<file path="config.mk">
export PLATFORM = sky130hd
export DESIGN_NAME = pipeline_trace_unit
export DESIGN_NICKNAME = d
export VERILOG_FILES = /design/src/rtl/pipeline_trace_unit.sv
export SDC_FILE = /design/constraint.sdc
export NUM_CORES = 1
export LEC_CHECK = 0
export CORE_ASPECT_RATIO = 0.6
export CORE_MARGIN = 2
export CORE_UTILIZATION = 53
export CTS_BUF_LIST = sky130_fd_sc_hd__clkbuf_16
export DETAILED_ROUTE_END_ITERATION = 6
export DONT_BUFFER_PORTS = 1
export GPL_TIMING_DRIVEN = 0
export PLACE_DENSITY = 0.74
export SLEW_MARGIN = 20
export SYNTH_ARGS = -nofsm -noshare
export SYNTH_HDL_FRONTEND = slang
export SYNTH_SLANG_ARGS = --single-unit
</file>
<file path="constraint.sdc">
create_clock -name clk_i -period 6.8 [get_ports clk_i]
set_input_delay 1.02 -clock clk_i [delete_from_list [all_inputs] [get_ports clk_i]]
set_output_delay 1.02 -clock clk_i [all_outputs]
set_load 0.02 [all_outputs]
</file>
<file path="src/rtl/pipeline_trace_unit.sv">
// pipeline_trace_unit: per-cycle trace of IF-stage PC, stall and flush, with
// cycle/stall/flush counters and a FIFO feeding a valid/ready trace stream.
// Optional build macro: TRACE_FILTER_EN -- push a record only on stall, flush,
// non-sequential PC, or the first counted cycle (counters are unaffected).
//
// state   | meaning
// --------+----------------------------------------------------------
// S_IDLE  | waiting for start_i
// S_RUN   | counting and pushing trace records while start_i is high
// S_DRAIN | no counting or pushing; sink keeps popping until FIFO empty
// S_DONE  | trace finished; holds until rst_i
module pipeline_trace_unit #(
   parameter int FIFO_DEPTH = 8,
   parameter int MAX_CYCLES = 30
) (
   input  logic        clk_i,
   input  logic        rst_i,
   input  logic        start_i,
   input  logic [31:0] pc_i,
   input  logic        stall_i,
   input  logic        flush_i,
   output logic        trace_valid_o,
   input  logic        trace_ready_i,
   output logic [63:0] trace_data_o,
   output logic [31:0] cycle_cnt_o,
   output logic [31:0] stall_cnt_o,
   output logic [31:0] flush_cnt_o,
   output logic        overflow_o,
   output logic        done_o
);

   localparam int          AW     = (FIFO_DEPTH > 1) ? $clog2(FIFO_DEPTH) : 1;
   localparam logic [31:0] LAST_C = 32'(MAX_CYCLES - 1);

   typedef enum logic [1:0] {S_IDLE, S_RUN, S_DRAIN, S_DONE} state_t;

   state_t        state_q, state_d;
   logic [31:0]   cycle_cnt_q, cycle_cnt_d;
   logic [31:0]   stall_cnt_q, stall_cnt_d;
   logic [31:0]   flush_cnt_q, flush_cnt_d;
   logic [AW-1:0] wr_ptr_q, wr_ptr_d;
   logic [AW-1:0] rd_ptr_q, rd_ptr_d;
   logic [AW:0]   count_q, count_d;
   logic          overflow_q, overflow_d;
   logic [63:0]   mem_q [FIFO_DEPTH];
   logic [63:0]   mem_d [FIFO_DEPTH];

   logic          counted, qualify, empty, full, pop, push;
   logic          rec_stall;
   logic [63:0]   rec;

   assign counted   = (state_q == S_RUN) && start_i;
   assign empty     = (count_q == '0);
   assign full      = (count_q == (AW+1)'(FIFO_DEPTH));
   assign pop       = !empty && trace_ready_i;
   // flush wins over stall: a flushed cycle is recorded and counted as flush only
   assign rec_stall = stall_i && !flush_i;
   assign rec       = {cycle_cnt_q[15:0], rec_stall, flush_i, 14'b0, pc_i};
   // a pop on a full FIFO frees the slot the new record lands in
   assign push      = qualify && (!full || pop);

`ifdef TRACE_FILTER_EN
   logic [31:0] prev_pc_q, prev_pc_d;
   logic        first_q, first_d;

   // remember the last counted PC so sequential fetches can be suppressed
   always_comb begin
      prev_pc_d = prev_pc_q;
      first_d   = first_q;
      if (counted) begin
         prev_pc_d = pc_i;
         first_d   = 1'b0;
      end
   end

   // filter history registers
   always_ff @(posedge clk_i) begin
      if (rst_i) begin
         prev_pc_q <= '0;
         first_q   <= 1'b1;
      end else begin
         prev_pc_q <= prev_pc_d;
         first_q   <= first_d;
      end
   end

   assign qualify = counted && (first_q || stall_i || flush_i || (pc_i != prev_pc_q + 32'd4));
`else
   assign qualify = counted;
`endif

   // next-state, counters and FIFO bookkeeping
   always_comb begin
      state_d     = state_q;
      cycle_cnt_d = cycle_cnt_q;
      stall_cnt_d = stall_cnt_q;
      flush_cnt_d = flush_cnt_q;
      wr_ptr_d    = wr_ptr_q;
      rd_ptr_d    = rd_ptr_q;
      count_d     = count_q;
      overflow_d  = overflow_q;
      mem_d       = mem_q;

      case (state_q)
         S_IDLE:  if (start_i) state_d = S_RUN;
         S_RUN: begin
            if (!start_i)
               state_d = S_DRAIN;
            else if ((MAX_CYCLES != 0) && (cycle_cnt_q == LAST_C))
               state_d = S_DRAIN;
         end
         S_DRAIN: if (empty) state_d = S_DONE;
         default: state_d = S_DONE;
      endcase

      if (counted) begin
         cycle_cnt_d = cycle_cnt_q + 32'd1;
         if (flush_i)      flush_cnt_d = flush_cnt_q + 32'd1;
         else if (stall_i) stall_cnt_d = stall_cnt_q + 32'd1;
      end

      if (push) begin
         mem_d[wr_ptr_q] = rec;
         wr_ptr_d        = wr_ptr_q + AW'(1);
      end
      if (pop) rd_ptr_d = rd_ptr_q + AW'(1);
      if (push && !pop)      count_d = count_q + (AW+1)'(1);
      else if (pop && !push) count_d = count_q - (AW+1)'(1);
      if (qualify && !push)  overflow_d = 1'b1;
   end

   // control state registers
   always_ff @(posedge clk_i) begin
      if (rst_i) begin
         state_q     <= S_IDLE;
         cycle_cnt_q <= '0;
         stall_cnt_q <= '0;
         flush_cnt_q <= '0;
         wr_ptr_q    <= '0;
         rd_ptr_q    <= '0;
         count_q     <= '0;
         overflow_q  <= 1'b0;
      end else begin
         state_q     <= state_d;
         cycle_cnt_q <= cycle_cnt_d;
         stall_cnt_q <= stall_cnt_d;
         flush_cnt_q <= flush_cnt_d;
         wr_ptr_q    <= wr_ptr_d;
         rd_ptr_q    <= rd_ptr_d;
         count_q     <= count_d;
         overflow_q  <= overflow_d;
      end
   end

   // FIFO storage; no reset needed because the output is gated by empty
   always_ff @(posedge clk_i) begin
      mem_q <= mem_d;
   end

   assign trace_valid_o = !empty;
   assign trace_data_o  = empty ? 64'd0 : mem_q[rd_ptr_q];
   assign cycle_cnt_o   = cycle_cnt_q;
   assign stall_cnt_o   = stall_cnt_q;
   assign flush_cnt_o   = flush_cnt_q;
   assign overflow_o    = overflow_q;
   assign done_o        = (state_q == S_DONE);

endmodule

</file>
==> impl_metrics.json, run 1 <==
{
  "slowest_stage": "buf_1",
  "clkLatencyLatePin_ps": 570,
  "clock.fmax_mhz": 231,
  "fin_worst_skew_ps": 19.4,
  "min_period_ps": 4320,
  "grt_usage_pct": 22.9,
  "first_global_vias": 11632,
  "core-area_mm2": 0.0387,
  "place_ws_ps": 2490,
  "r2r-start": "state_q[0]$_SDFFE_PP0P_",
  "slowest_delay_ps": 750,
  "drv_slew": 0,
  "period_share_pct": 63.5,
  "reg2reg_depth": 11,
  "arrival_ps": 3300,
  "async_reset_ff_share_pct": 0,
  "path_cells": "clkbuf_1 > buf_1 > mux4_2 > mux2i_1 > nor2_1",
  "fin_cells": 1969,
  "path_buf_inv": 2,
  "yosys_register_bits": 509,
  "cts_num_sinks": 509,
  "worstSetupPathType": "flop to output pin",
  "grt_overflow_total": 0,
  "die_h_um": 157,
  "grt_pass1_wl_um": 70500,
  "grt_max_degree": 20,
  "wirelength_um": 46400,
  "dieArea_mm2": 0.0407,
  "fin_nets": 1459,
  "io_pins": 201,
  "outcome": "finished, final reports clean",
  "cts_resized": 0,
  "final_util_pct": 60.5,
  "syn_area_per_cell_um2": 15.8,
  "hold_viol": 0,
  "fin_tns_setup_ps": 0,
  "p_leak_uw": 0.00729,
  "via_per_inst": 6.07,
  "synth_ff_type": "edfxtp_1",
  "drc": 0,
  "yosys-top-cells-count": "edfxtp_1, nor2_1, dfxtp_1",
  "std_cell_rows": 56,
  "slew_headroom_pct": 26.5,
  "setup_viol": 0,
  "first_iter_violations": 1116,
  "ir_drop_uv": 158,
  "hold_end": "count_q[2]$_SDFFE_PP0P_",
  "numPlacedInstances": 1885,
  "dp_hpwl_um": 31300,
  "syn_to_final_growth_pct": 13.2,
  "design_area_mm2": 0.0234,
  "htreeDepth": 2,
  "clkTransAtPathRegs_ps": 60,
  "synth_area_mm2": 0.0207,
  "postSynthCellCount": 1306,
  "rsz0062_at_grt": "no",
  "r2r_setup_slack_ps": 2800,
  "worst_setup_path_start_kind": "flop",
  "numCtsBuffers": 46,
  "cap_violations": 0,
  "antenna_found_initial": 0,
  "timing.final.ws_setup_ps": 2480,
  "die_x_um": 259,
  "ant_nets": 0,
  "synth_cell_type_count": 48,
  "wl_per_cell_um": 23.6,
  "crit_start": "rd_ptr_q[0]$_SDFFE_PP0P_",
  "synth_largest_area_cell": "edfxtp_1",
  "synth_top_area_share_pct": 58.0,
  "tightest_slew_ps": 1090,
  "drive_gt1_share_pct": 18.7,
  "cts_setup_buffers": 0,
  "cts_tree": "yes",
  "diodes": 0,
  "yosysWarnings": 0,
  "dr_total_vias": 11950,
  "place_congestion": 0.865,
  "io_buffers": 0,
  "hp-start": "count_q[2]$_SDFFE_PP0P_",
  "r2r_end": "mem_q[325]$_DFFE_PP_",
  "holdBufCountCts": 0,
  "crit_required_ps": 5780,
  "first_pass_iters": 5,
  "critPathCaptureType": "output pin",
  "synth.most_common_cell": "edfxtp_1",
  "synth_edf_count": 400,
  "critPathMaxFanout": 10,
  "yosys-top-cells-area": "edfxtp_1, mux4_2, dfxtp_1, mux2i_1, nor2_1",
  "powerDensity_mw_per_mm2": 316,
  "initial_utilization_pct": 53.4,
  "hp-class": "flop to flop",
  "critPathTopFamily": "buffers and inverters",
  "clk_path_buf_depth": 3,
  "cts-root-buf": "clkbuf_16",
  "ys_seq_area_share_pct": 68.6,
  "dpl-instance-area_mm2": 0.0219,
  "hold_depth": 2
}
==> how the worst max path moves through the flow <==
stage | endpoint | slack [ps] | cells after the start
after CTS | trace_data_o[0] | 2360 | 5
after global routing | trace_data_o[0] | 2260 | 5
final | trace_data_o[0] | 2480 | 5
after global placement | mem_q[346]$_DFFE_PP_ | -3040 | 7
after floorplan | mem_q[320]$_DFFE_PP_ | 820 | 7
after detailed placement | mem_q[346]$_DFFE_PP_ | 2490 | 10
==> per-stage QoR <==
stage               hold slack, ps  total power (µW)
finish                         539              7410
global route                   510              7690
detailed placement             520              4910
global placement               503              4880
floorplan                      479              4560
CTS                            510              7490
==> tightest hold or removal path: cells and delay by family, from the launching register on <==
kind            cells  cell delay [ps]
flops               1              360
compound gates      1               80
simple gates        1               70
==> state kept, by name (all words and copies together), names as in the netlist, 2 cells and up <==
register     count
count_q          4
mem_q          400
cycle_cnt_o     32
rd_ptr_q         3
flush_cnt_o     32
state_q          2
stall_cnt_o     32
wr_ptr_q         3
==> where the power goes <==
part / leakage (µW) / switching (µW) / internal [µW]
Clock: 0.000773 / 1130 / 1460
Sequential: 0.00444 / 27.8 / 3380
Combinational: 0.00208 / 892 / 523
Total: 0.00729 / 2050 / 5360
==> routing by layer <==
metal | global-route usage [%] | vias up | wire length, µm
met1 | 32.4 | 6094 | 20000
met4 | 5.37 | 0 | 869
met5 | 0 | - | 0
met3 | 5.86 | 80 | 4130
met2 | 35.9 | 460 | 21500
li1 | - | 5316 | -
==> final cells by class <==
| type | instances | area, µm² |
|---|---|---|
| Clock inverter | 38 | 339 |
| Sequential cell | 509 | 14200 |
| Fill cell | 2802 | 15300 |
| Multi-Input combinational cell | 700 | 6120 |
| Buffer | 86 | 394 |
| Tap cell | 522 | 653 |
| Timing Repair Buffer | 44 | 480 |
| Clock buffer | 46 | 1150 |
| Inverter | 24 | 90.1 |
==> cells in the final DEF (no fill, tap or decap), types with 15 or more instances in the layout <==
cell and n:
clkbuf_16 46, nor2_1 120, clkbuf_1 48, xnor2_1 15, or3_1 18, nor4_1 24, a21oi_1 44, mux2i_1 53
xor2_1 18, mux2_2 24, nor2b_1 21, nand4_1 27, o21ai_0 15, o31ai_1 24, inv_1 36, nand3_1 30
mux4_2 100, or4_1 24, dfxtp_1 109, edfxtp_1 400, buf_4 39, nand2_1 36
==> cells by family (layout without fill, tap and decap cells) <==
kind of cell	after synthesis	after routing	share of synthesized area, %
buffers and inverters	110	238	2.34
AOI/OAI and AO/OA	98	98	2.93
xor gates and xnor gates	33	33	1.40
other	1	14	0.0181
DFF	509	509	68.6
muxes	177	177	14.8
and+or+nand+nor	368	368	9.33
adders and majority gates	10	10	0.641
(Power assumes the default switching activity.)
==> run 2, diff against run 1 <==
--- a/config.mk
+++ b/config.mk
@@ -12,7 +12,7 @@
 export DETAILED_ROUTE_END_ITERATION = 6
 export DONT_BUFFER_PORTS = 1
 export GPL_TIMING_DRIVEN = 0
-export PLACE_DENSITY = 0.74
+export PLACE_DENSITY = 0.71
 export SLEW_MARGIN = 20
 export SYNTH_ARGS = -nofsm -noshare
 export SYNTH_HDL_FRONTEND = slang
==> constraint.sdc (replaced) <==
create_clock -name clk_i -period 4.05 [get_ports clk_i]
set_input_delay 0.6075 -clock clk_i [delete_from_list [all_inputs] [get_ports clk_i]]
set_output_delay 0.6075 -clock clk_i [all_outputs]
set_load 0.02 [all_outputs]
==> run 2 against run 1 <==
First-iteration DRC count increased by 9.7%. Cell count decreased by 0.20%. Wire length increased by 1.6%. Utilization increased by 0.14 points. Critical path type is now flop to flop. Largest cell class unchanged.
==> impl_metrics.json, run 2 (same netlist as run 1, synthesis figures left out) <==
{
  "first_iter_violations": 1224,
  "grt_use_met1_pct": 34.4,
  "hold_viol": 0,
  "die_x_um": 259,
  "dp_hpwl_um": 31900,
  "first_global_vias": 11553,
  "grt_pass1_wl_um": 71300,
  "std_cell_rows": 56,
  "cap_violations": 0,
  "r2r-start": "state_q[0]$_SDFFE_PP0P_",
  "io_pins": 201,
  "arrival_ps": 4070,
  "clock.fmax_mhz": 263,
  "ir_drop_uv": 270,
  "ant_nets": 0,
  "r2r_setup_slack_ps": 250,
  "p_leak_uw": 0.00727,
  "wirelength_um": 47200,
  "final_util_pct": 60.6,
  "place_ws_ps": 133,
  "grt_max_degree": 20,
  "crit_required_ps": 4320,
  "outcome": "finished, final reports clean",
  "critPathMaxFanout": 14,
  "io_buffers": 0,
  "hp-start": "pc_i[28]",
  "first_pass_iters": 5,
  "drive_gt1_share_pct": 19.0,
  "hold_depth": 0,
  "cts-root-buf": "clkbuf_16",
  "slew_headroom_pct": 36.2,
  "cts_num_sinks": 509,
  "initial_utilization_pct": 53.4,
  "hold_end": "mem_q[92]$_DFFE_PP_",
  "core-area_mm2": 0.0387,
  "numCtsBuffers": 46,
  "layout_commonest_cell": "edfxtp_1",
  "fin_tns_setup_ps": 0,
  "syn_to_final_growth_pct": 13.5,
  "dieArea_mm2": 0.0407,
  "final_cell_mix": "edfxtp_1, nor2_1, dfxtp_1",
  "grt.busiest_layer": "met2",
  "fin_worst_skew_ps": 14.1,
  "clkLatencyLatePin_ps": 570,
  "reg2reg_depth": 10,
  "dr_total_vias": 11922,
  "clk_path_buf_depth": 3,
  "setup_viol": 0,
  "r2r_end": "mem_q[344]$_DFFE_PP_",
  "timing.final.ws_setup_ps": 247,
  "diodes": 0,
  "cts_tree": "yes",
  "worst_setup_path_start_kind": "flop",
  "hp-class": "input pin to flop",
  "tightest_slew_ps": 957,
  "antenna_found_initial": 0,
  "die_h_um": 157,
  "design_area_mm2": 0.0235,
  "period_share_pct": 93.9,
  "htreeDepth": 2,
  "fin_nets": 1457,
  "dpl-instance-area_mm2": 0.0220,
  "rsz0062_at_grt": "no",
  "cts_setup_buffers": 0,
  "drv_slew": 0,
  "critPathCaptureType": "flop",
  "grt_usage_pct": 23.3,
  "powerDensity_mw_per_mm2": 528,
  "grt_overflow_total": 0,
  "wl_per_cell_um": 24.0,
  "drc": 0,
  "via_per_inst": 6.07,
  "regMostFlops": "mem_q",
  "met3_usage_pct": 5.30,
  "grt_use_met2_pct": 35.7,
  "place_congestion": 0.872,
  "largest_register_ffs": 400,
  "clkTransAtPathRegs_ps": 60,
  "min_period_ps": 3800,
  "worstSetupPathType": "flop to flop"
}
==> run 2: cell types whose count changed in the layout (fill, tap and decap cells not counted), sizes merged <==
cell and change:
buf -3, clkdlybuf4s15 +1, clkinvlp +3, bufinv -1
clkinv +2, inv -6
==> run 2: worst max-delay path, cell delays in order (launching register included) <==
cell      delay [ps]
dfxtp_1          300
clkbuf_1         340
and3b_1          220
clkbuf_1         330
buf_2            310
o21ai_1          290
inv_1            220
nand2_1          270
nor3_4           710
buf_6            300
buf_8            200
==> run 2: timing repair <==
action,CTS,global route
hold buffers,0,0
setup endpoints to repair,0,2
resized for setup,0,1
==> run 2: final cells by class <==
| type | count | area, µm² |
|---|---|---|
| Clock inverter | 36 | 319 |
| Inverter | 24 | 90.1 |
| Buffer | 86 | 400 |
| Clock buffer | 46 | 1150 |
| Multi-Input combinational cell | 700 | 6130 |
| Fill cell | 2828 | 15300 |
| Timing Repair Buffer | 42 | 543 |
| Tap cell | 522 | 653 |
| Sequential cell | 509 | 14200 |
==> run 2: how the worst max path moves through the flow <==
stage / startpoint / endpoint / slack (ps) / cells past startpoint
2_1_floorplan: start_i / mem_q[192]$_DFFE_PP_ / -1320 / 5
5_1_grt: rd_ptr_q[0]$_SDFFE_PP0P_ / trace_data_o[8] / 4 / 5
3_3_place_gp: state_q[0]$_SDFFE_PP0P_ / mem_q[155]$_DFFE_PP_ / -5190 / 6
4_1_cts: state_q[0]$_SDFFE_PP0P_ / mem_q[78]$_DFFE_PP_ / 110 / 10
6_report: state_q[0]$_SDFFE_PP0P_ / mem_q[344]$_DFFE_PP_ / 250 / 10
3_5_place_dp: state_q[0]$_SDFFE_PP0P_ / mem_q[347]$_DFFE_PP_ / 130 / 10
==> run 2: routing by layer <==
metal,vias to the layer above,part of all wire [%]
met3,65,7.6
met1,6100,45
met5,-,0
met2,442,46
li1,5315,-
met4,0,1.7
==> run 2: power by group <==
part | leakage, µW | switching [µW] | internal (µW)
combinational | 0.00209 | 1510 | 878
sequential | 0.00444 | 46.3 | 5670
clock | 0.000743 | 1900 | 2400
total | 0.00727 | 3460 | 8950
==> run 2: through the flow <==
| stage | hold slack [ps] | power [µW] | std cells |
|---|---|---|---|
| 6_report | 133 | 12400 | 1965 |
| 5_1_grt | 101 | 12900 | 1965 |
| 4_1_cts | 108 | 12500 | 1965 |
| 3_5_place_dp | 554 | 8260 | 1883 |
| 3_3_place_gp | 509 | 8190 | 1841 |
| 2_1_floorplan | 479 | 7660 | 1319 |
